<file path="config.mk">
export PLATFORM = sky130hd
export DESIGN_NAME = seg7_scanner
export DESIGN_NICKNAME = d
export VERILOG_FILES = /design/src/rtl/seg7_pkg.sv /design/src/rtl/seg7_decode.sv /design/src/rtl/seg7_scanner.sv
export SDC_FILE = /design/constraint.sdc
export NUM_CORES = 1
export LEC_CHECK = 0
export ABC_AREA = 1
export BUFFER_PORTS_ARGS = -buffer_cell sky130_fd_sc_hd__buf_4
export CORE_MARGIN = 4
export CORE_UTILIZATION = 50
export CTS_BUF_LIST = sky130_fd_sc_hd__clkbuf_2
export DETAILED_ROUTE_END_ITERATION = 6
export PLACE_DENSITY = 0.72
export SYNTH_ARGS = -nofsm -noshare
export SYNTH_HDL_FRONTEND = slang
export SYNTH_SLANG_ARGS = --single-unit
</file>
<file path="constraint.sdc">
create_clock -name clk -period 2.4 [get_ports clk]
set_clock_uncertainty 0.2 [all_clocks]
set_input_delay 0.6 -clock clk [delete_from_list [all_inputs] [get_ports clk]]
set_output_delay 0.6 -clock clk [all_outputs]
set_load 0.005 [all_outputs]
</file>
<file path="src/rtl/seg7_pkg.sv">
`default_nettype none
// ----------------------------------------------------------------------------
// seg7_pkg : shared constants and hex decode table for the 8-digit scanner
// Revision : 1.0
// ----------------------------------------------------------------------------
package seg7_pkg;

  localparam int NUM_DIGITS = 8;

  localparam logic [6:0] SEG_OFF = 7'h7F;
  localparam logic [7:0] AN_OFF  = 8'hFF;

  // Active-low {g,f,e,d,c,b,a}; packed list runs from F down to 0.
  localparam logic [15:0][6:0] HEX_SEG = {
    7'b0001110, 7'b0000110, 7'b0100001, 7'b1000110,
    7'b0000011, 7'b0001000, 7'b0010000, 7'b0000000,
    7'b1111000, 7'b0000010, 7'b0010010, 7'b0011001,
    7'b0110000, 7'b0100100, 7'b1111001, 7'b1000000
  };

  function automatic logic [6:0] hex_to_seg(input logic [3:0] nib);
    return HEX_SEG[nib];
  endfunction

endpackage
`default_nettype wire

</file>
<file path="src/rtl/seg7_decode.sv">
`default_nettype none
// ----------------------------------------------------------------------------
// seg7_decode : combinational nibble to active-low segment pattern
// Revision    : 1.0
// ----------------------------------------------------------------------------
module seg7_decode
  import seg7_pkg::*;
(
  input  logic [3:0] nibble,
  output logic [6:0] seg
);

  assign seg = hex_to_seg(nibble);

endmodule
`default_nettype wire

</file>
<file path="src/rtl/seg7_scanner.sv">
`default_nettype none
// ----------------------------------------------------------------------------
// seg7_scanner : double-buffered 8-digit multiplexed hex display driver
// Revision     : 1.0
// ----------------------------------------------------------------------------
module seg7_scanner
  import seg7_pkg::*;
#(
  parameter int unsigned SCAN_DIV = 100000
) (
  input  logic        clk,
  input  logic        rst,
  input  logic [31:0] data_in,
  input  logic [7:0]  dp_mask,
  input  logic        load,
  input  logic        blank_lz,
  output logic [7:0]  an,
  output logic [6:0]  seg,
  output logic        dp,
  output logic        frame_done
);

  localparam int unsigned      CNT_W      = (SCAN_DIV > 1) ? $clog2(SCAN_DIV) : 1;
  localparam logic [CNT_W-1:0] CNT_MAX    = CNT_W'(SCAN_DIV - 1);
  localparam logic [2:0]       LAST_DIGIT = 3'(NUM_DIGITS - 1);

  logic [31:0]      r_pend_val;
  logic [7:0]       r_pend_dp;
  logic             r_pend_vld;
  logic [31:0]      r_shadow_val;
  logic [7:0]       r_shadow_dp;
  logic [CNT_W-1:0] r_cnt;
  logic [2:0]       r_idx;

  logic             w_cnt_wrap;
  logic             w_frame_edge;
  logic [31:0]      w_upper;
  logic             w_blank;
  logic [6:0]       w_seg_dec;
  logic [7:0]       w_an_nxt;
  logic [6:0]       w_seg_nxt;
  logic             w_dp_nxt;

  assign w_cnt_wrap   = (r_cnt == CNT_MAX);
  assign w_frame_edge = w_cnt_wrap && (r_idx == LAST_DIGIT);

  // Current digit sits in the low nibble; anything left above it decides blanking.
  assign w_upper = r_shadow_val >> {r_idx, 2'b00};

  seg7_decode u_decode (
    .nibble (w_upper[3:0]),
    .seg    (w_seg_dec)
  );

  always_comb begin
    w_blank   = blank_lz && (r_idx != 3'd0) && (w_upper == 32'd0);
    w_an_nxt  = ~(8'd1 << r_idx);
    w_seg_nxt = w_seg_dec;
    w_dp_nxt  = ~r_shadow_dp[r_idx];
    if (w_blank) begin
      w_an_nxt  = AN_OFF;
      w_seg_nxt = SEG_OFF;
      w_dp_nxt  = 1'b1;
    end
  end

  always_ff @(posedge clk or negedge rst) begin
    if (!rst) begin
      r_cnt <= '0;
      r_idx <= 3'd0;
    end else if (w_cnt_wrap) begin
      r_cnt <= '0;
      r_idx <= r_idx + 3'd1;
    end else begin
      r_cnt <= r_cnt + CNT_W'(1);
    end
  end

  // A load on the boundary edge stays pending: the transfer uses the old pend.
  always_ff @(posedge clk or negedge rst) begin
    if (!rst) begin
      r_pend_val   <= 32'd0;
      r_pend_dp    <= 8'd0;
      r_pend_vld   <= 1'b0;
      r_shadow_val <= 32'd0;
      r_shadow_dp  <= 8'd0;
    end else begin
      if (w_frame_edge && r_pend_vld) begin
        r_shadow_val <= r_pend_val;
        r_shadow_dp  <= r_pend_dp;
      end
      if (load) begin
        r_pend_val <= data_in;
        r_pend_dp  <= dp_mask;
        r_pend_vld <= 1'b1;
      end else if (w_frame_edge) begin
        r_pend_vld <= 1'b0;
      end
    end
  end

  always_ff @(posedge clk or negedge rst) begin
    if (!rst) begin
      an         <= AN_OFF;
      seg        <= SEG_OFF;
      dp         <= 1'b1;
      frame_done <= 1'b0;
    end else begin
      an         <= w_an_nxt;
      seg        <= w_seg_nxt;
      dp         <= w_dp_nxt;
      frame_done <= w_frame_edge;
    end
  end

endmodule
`default_nettype wire

</file>
Word-level counts from Yosys, hierarchy flattened. Memory sizes are Yosys's and may differ from the RTL's. Index checks and enable logic that the tools add are counted.

Bits in registers: 118. Bits of input ports: 44. Bits in read-only memories: 112. Word-level logic and storage cells: 38. Memories kept: 1.

Add/sub/neg operators: 2. Muxes and demuxes: 9. Shift operators: 2. Equality and inequality tests: 2. Reduce and logical (&&, ||, !) cells: 7. Order comparisons: 2. Bitwise operators: 2.

Memory list: (name not given) (depth 16, width 7, rd ports 1, clocked after memory_dff 0, wr ports 0, RTL line seg7_pkg.sv:22) `return HEX_SEG[nib];`.

Operators with widths (count): $logic_not 32->1 (1); $shr 32x5->32 (1); $add 17x1->17 const B (1); $eq 17x17->1 const B (1); $mux 17 (1); $mux 7 (2); $mux 8 (1); $not 8->8 (1); $shl 1x3->8 const A (1); $lt 4x5->1 const B (1); $logic_and 1x1->1 (4); $lt 3x4->1 const B (1); $mux 1 (4); $add 3x1->3 const B (1); $bmux 1 s3 (1); $eq 3x3->1 const B (1); $reduce_bool 3->1 (1); $reduce_bool 2->1 (1); $not 1->1 (1).

Logic depth before layout (Yosys ltp).
Depth after elaboration: 4. Depth in mapped cells: 18. Depth with buffers taken out: 15.

Modules after synthesis. From an unflattened synthesis, not the netlist that was laid out.

Cells, all modules: 767. Area, all modules: 5850.6 µm².

By module, submodules not included: seg7_scanner (cells each 718, times used 1, area an instance 5576.6 µm², sequential area each 2972.9 µm²); seg7_decode (cells each 49, times used 1, area an instance 274.0 µm², sequential area each 0.0 µm²).

Worst setup path before layout. No wires, ideal clock.

Path kind: reg2reg. Start point: register r_idx[1]. End point: register dp. Library setup time: 0.060 ns. Arrival time: 2.192 ns. Path buffers: 4. Stages on the path, launching flop included: 19. Slack: -0.052 ns. Path through: dfrtp_1 -> buf_2 -> inv_1 -> buf_4 -> buf_4 -> nand3_1 -> nand2_1 -> nand2_1 -> nand2_1 -> ha_1 -> inv_1 -> nor2_1 -> nand2_1 -> inv_1 -> nand4_1 -> nor2_2 -> nand3_2 -> buf_6 -> nand2_2.

Word-level cells in the longest chain between the ends: 4. Elaborated cells on any way between the ends: 9. Classes of those cells: shift (1); mux (3); bitwise (1); reduce/logical (4).

Ends and longest elaborated chain: start, declared (RTL line seg7_scanner.sv:33) `logic [2:0] r_idx;`; start signal, assigned (RTL line seg7_scanner.sv:73) `r_idx <= r_idx + 3'd1;`; $shr 32x5->32, or another cell as far along (RTL line seg7_scanner.sv:48) `assign w_upper = r_shadow_val >> {r_idx, 2'b00};`; $logic_not 32->1, or another cell as far along (RTL line seg7_scanner.sv:56) `w_blank = blank_lz && (r_idx != 3'd0) && (w_upper == 32'd0);`; $logic_and 1x1->1 / $not 1->1 (equally long branches) (RTL line seg7_scanner.sv:56, seg7_scanner.sv:59); $mux 1 * (RTL line seg7_scanner.sv:60) `if (w_blank) begin`; net w_dp_nxt (RTL line seg7_scanner.sv:42) `logic w_dp_nxt;`; end signal, assigned (RTL line seg7_scanner.sv:111) `dp <= w_dp_nxt;`; end, declared (RTL line seg7_scanner.sv:19) `output logic dp,`.

The timed path passes the listed nets; every way through them passes the cells marked *. The select of a mux whose other input is x is not followed. A chain may end at the register's enable or synchronous reset.

Worst setup path after layout.
Start point: register r_idx[0]. End point: register seg[4].

Word-level cells in the longest chain between the ends: 4. Elaborated cells on any way between the ends: 8. Classes of those cells: shift (1); mux (2); reduce/logical (4); memory (1).

Ends and longest elaborated chain: $shr 32x5->32 / $reduce_bool 3->1 (equally long branches) (RTL line seg7_scanner.sv:48, seg7_scanner.sv:56); $mem_v2 16x7, or another cell as far along; $mux 7 (implied by the code) / $logic_and 1x1->1 (equally long branches) (RTL line seg7_pkg.sv:22, seg7_scanner.sv:56); $mux 7 * (RTL line seg7_scanner.sv:60); net w_seg_nxt[4] (RTL line seg7_scanner.sv:41) `logic [6:0] w_seg_nxt;`; end signal, assigned (RTL line seg7_scanner.sv:110) `seg <= w_seg_nxt;`; end, declared (RTL line seg7_scanner.sv:18) `output logic [6:0] seg,`.

Marked as above.

==> impl_metrics.json <==
{
  "overflow": 0,
  "routedWlPerCell_um": 13.1,
  "hpwl_um": 9310,
  "synth_top_family_by_area": "simple AND/OR/NAND/NOR gates",
  "drcViolationCount": 0,
  "fmax_mhz": 423,
  "avgSynthCellArea_um2": 7.71,
  "setup_violations": 0,
  "yosysWarnings": 0,
  "cts_buffers": 17,
  "crit_path_start_kind": "flop",
  "r2r_cells": 16,
  "cp-end-kind": "flop",
  "cp.arrival_ns": 2.80,
  "vias": 5038,
  "synthMuxAreaShare_pct": 0,
  "drt-pass1-iter-count": 5,
  "p_per_area_nw_per_um2": 527,
  "leakage_nw": 3.97,
  "worstPathMaxFanout": 10,
  "die-area_um2": 13400,
  "placed_cells": 952,
  "synthCells": 756,
  "fin_crit_sh_pct": 98.5,
  "htreeDepth": 4,
  "ios": 61,
  "synth_xor_area_share_pct": 1.05,
  "yosys.area.top_type": "dfrtp_1",
  "synth_compound_area_share_pct": 4.06,
  "initial_core_util_pct": 51.0,
  "synth_seq_cells": 118,
  "nFillCells": 969,
  "slowest_stage": "dfrtp_2",
  "rows": 39,
  "drive_gt1_share_pct": 21.0,
  "ys.flop_type": "dfrtp_1",
  "multi_input_area_um2": 2590,
  "viasPerCell": 4.88,
  "netlist_area_um2": 5830,
  "seq_area_um2": 2970,
  "slew_headroom_pct": 68.3,
  "hold_class": "primary input to asynchronous set/reset pin",
  "cts_sinks": 118,
  "ys_seq_area_share_pct": 51.0,
  "async_flop_share_pct": 100,
  "worstSkewPairLatency_ns": 0.70,
  "diodes": 0,
  "rsz0062_at_grt": "yes",
  "dieWidth_um": 116,
  "synth_top_area_share_pct": 43.8,
  "finalWorstSetupSlack_ns": 0.0362,
  "fin_area_um2": 7440,
  "fin_cells": 1032,
  "tns_ns": 0,
  "min_period_ns": 2.36,
  "ant_nets": 0,
  "synthSimpleGateAreaFrac_pct": 34.8,
  "synthesis.nets": 813,
  "maxSlewViolCount": 0,
  "wirelength_um": 13600,
  "grt_usage_pct": 21.8,
  "ys_types": 34,
  "die_h_um": 116,
  "cp_slowest_stage_delay_ns": 0.51,
  "drt_iter0_drc": 464,
  "antenna_found_initial": 0,
  "irDropWorstVdd_mv": 0.487,
  "max_cap_violations": 0,
  "synth_adder_area_share_pct": 2.79,
  "crit_type": "flop to flop",
  "cp_cell_sequence": "buf_12 -> nand2_1 -> nand3_2 -> nand2_2 -> nand2_1 -> nand2_2 -> ha_4 -> inv_2 -> nor2_2 -> nand2_1 -> inv_1 -> nand4_1 -> nor2_2 -> nand3_2 -> clkbuf_16 -> nand2_2",
  "core_um2": 11400,
  "grt_pass1_wl_um": 23000,
  "cts_root_buffer": "clkbuf_2",
  "dp_slack_ns": 0.152,
  "required_ns": 2.84,
  "worst_pin_slew_ns": 0.475,
  "cts_tree": "built",
  "placed_area_um2": 6530,
  "outcome": "finished, final reports clean",
  "path_clk_slew_ns": 0.20,
  "yosys-top-cells-area": "dfrtp_1 44%, nand2_1 23%, dfstp_2 7.2%",
  "gp_congestion": 0.957,
  "cts_max_path_buffers": 2,
  "synth_edf_count": 0,
  "hold_viol": 0,
  "first_global_vias": 4956,
  "grt_max_degree": 42,
  "synthToLayoutAreaGrowth_pct": 27.7,
  "numPortBuffers": 60,
  "nets": 933
}
## cells in the final DEF, fill, tap and decap left out, drive strengths merged, types with 5 or more instances in the layout
cell / synthesis / layout
nand2: 378 / 378
dfrtp: 102 / 102
buf: 15 / 89
inv: 49 / 52
nor2: 50 / 50
nand3: 50 / 50
dlygate4sd3: 0 / 41
o21ai: 23 / 23
clkbuf: 16 / 20
dfstp: 16 / 16
ha: 13 / 13
a21oi: 11 / 11
nor3: 8 / 8
xor2: 7 / 7
nand4: 5 / 5
bufinv: 0 / 5
## critical path, delay by kind of cell (launching register included)
family        cells  cell delay, ns
simple gates     11            1.00
fa+ha+maj         1            0.13
buf+inv           4            0.46
flops             1            0.51
## Yosys cell counts, types with 2 or more instances
cell type / instances
a21oi_1: 11
buf_2: 6
buf_4: 3
buf_6: 6
clkbuf_1: 16
dfrtp_1: 102
dfstp_2: 16
ha_1: 13
inv_1: 46
inv_2: 2
nand2_1: 364
nand2_2: 13
nand3_1: 47
nand3_2: 3
nand4_1: 5
nor2_1: 48
nor2_2: 2
nor3_1: 7
nor4_1: 2
o211ai_1: 4
o21ai_0: 20
o21ai_1: 2
xor2_1: 7
## worst paths after layout
path,endpoint,slack [ns],from
worst max-delay path,seg[4],0.04,r_idx[0]
worst min-delay path,r_pend_val[4],0.16,rst
worst max register to register,seg[4],0.04,r_idx[0]
worst min register to register,r_cnt[0],0.28,r_cnt[0]
max in group asynchronous,r_shadow_val[30],1.12,rst
min in group clk,r_pend_val[5],0.21,load
## metal layers
metal / routed length (um) / track usage, %
met1: 6190 / 29.0
met2: 6620 / 35.3
met5: 0 / 0
met3: 670 / 5.38
met4: 79 / 7.35
## layout make-up
class / count / share of cell area, %
Timing Repair Buffer: 132 / 16.1
Multi-Input combinational cell: 558 / 34.8
Sequential cell: 118 / 40.0
Clock inverter: 14 / 2.99
Clock buffer: 18 / 1.21
Tap cell: 143 / 2.41
Inverter: 49 / 2.54
## registers in the layout, indices dropped and copies added (netlist names)
register / flops
r_pend_val: 32
r_shadow_val: 32
r_cnt: 17
an: 8
r_pend_dp: 8
r_shadow_dp: 8
seg: 7
r_idx: 3
dp: 1
frame_done: 1
r_pend_vld: 1
## logic make-up after synthesis
family / count (synthesis)
AO/OA/AOI/OAI: 42
XOR/XNOR: 7
adder cells (fa/ha/maj): 13
buffers and inverters: 80
flip-flops: 118
AND/OR/NAND/NOR: 496
## power breakdown
part           leakage (nW)  internal, mW  total [mW]  switching [mW]
logic                  2.29         0.124       0.236           0.113
clock network         0.176         0.806        1.60           0.792
registers              1.50          2.05        2.08          0.0330
## through the flow
stage,power [mW],utilization (%),hold WS (ns)
after floorplan,2.18,-,0.104
after global placement,2.29,57.2,0.244
after detailed placement,2.30,57.2,0.256
after CTS,3.96,63.5,0.0723
after global routing,4.10,65.1,0.107
final,3.92,65.1,0.156
## timing repair
item	CTS	global route
endpoints found under the hold margin	116	0
setup buffers	0	4
hold buffers	41	0
setup endpoints to repair	0	15
gates resized for setup	0	29
Power figures use the tool's default switching activity.
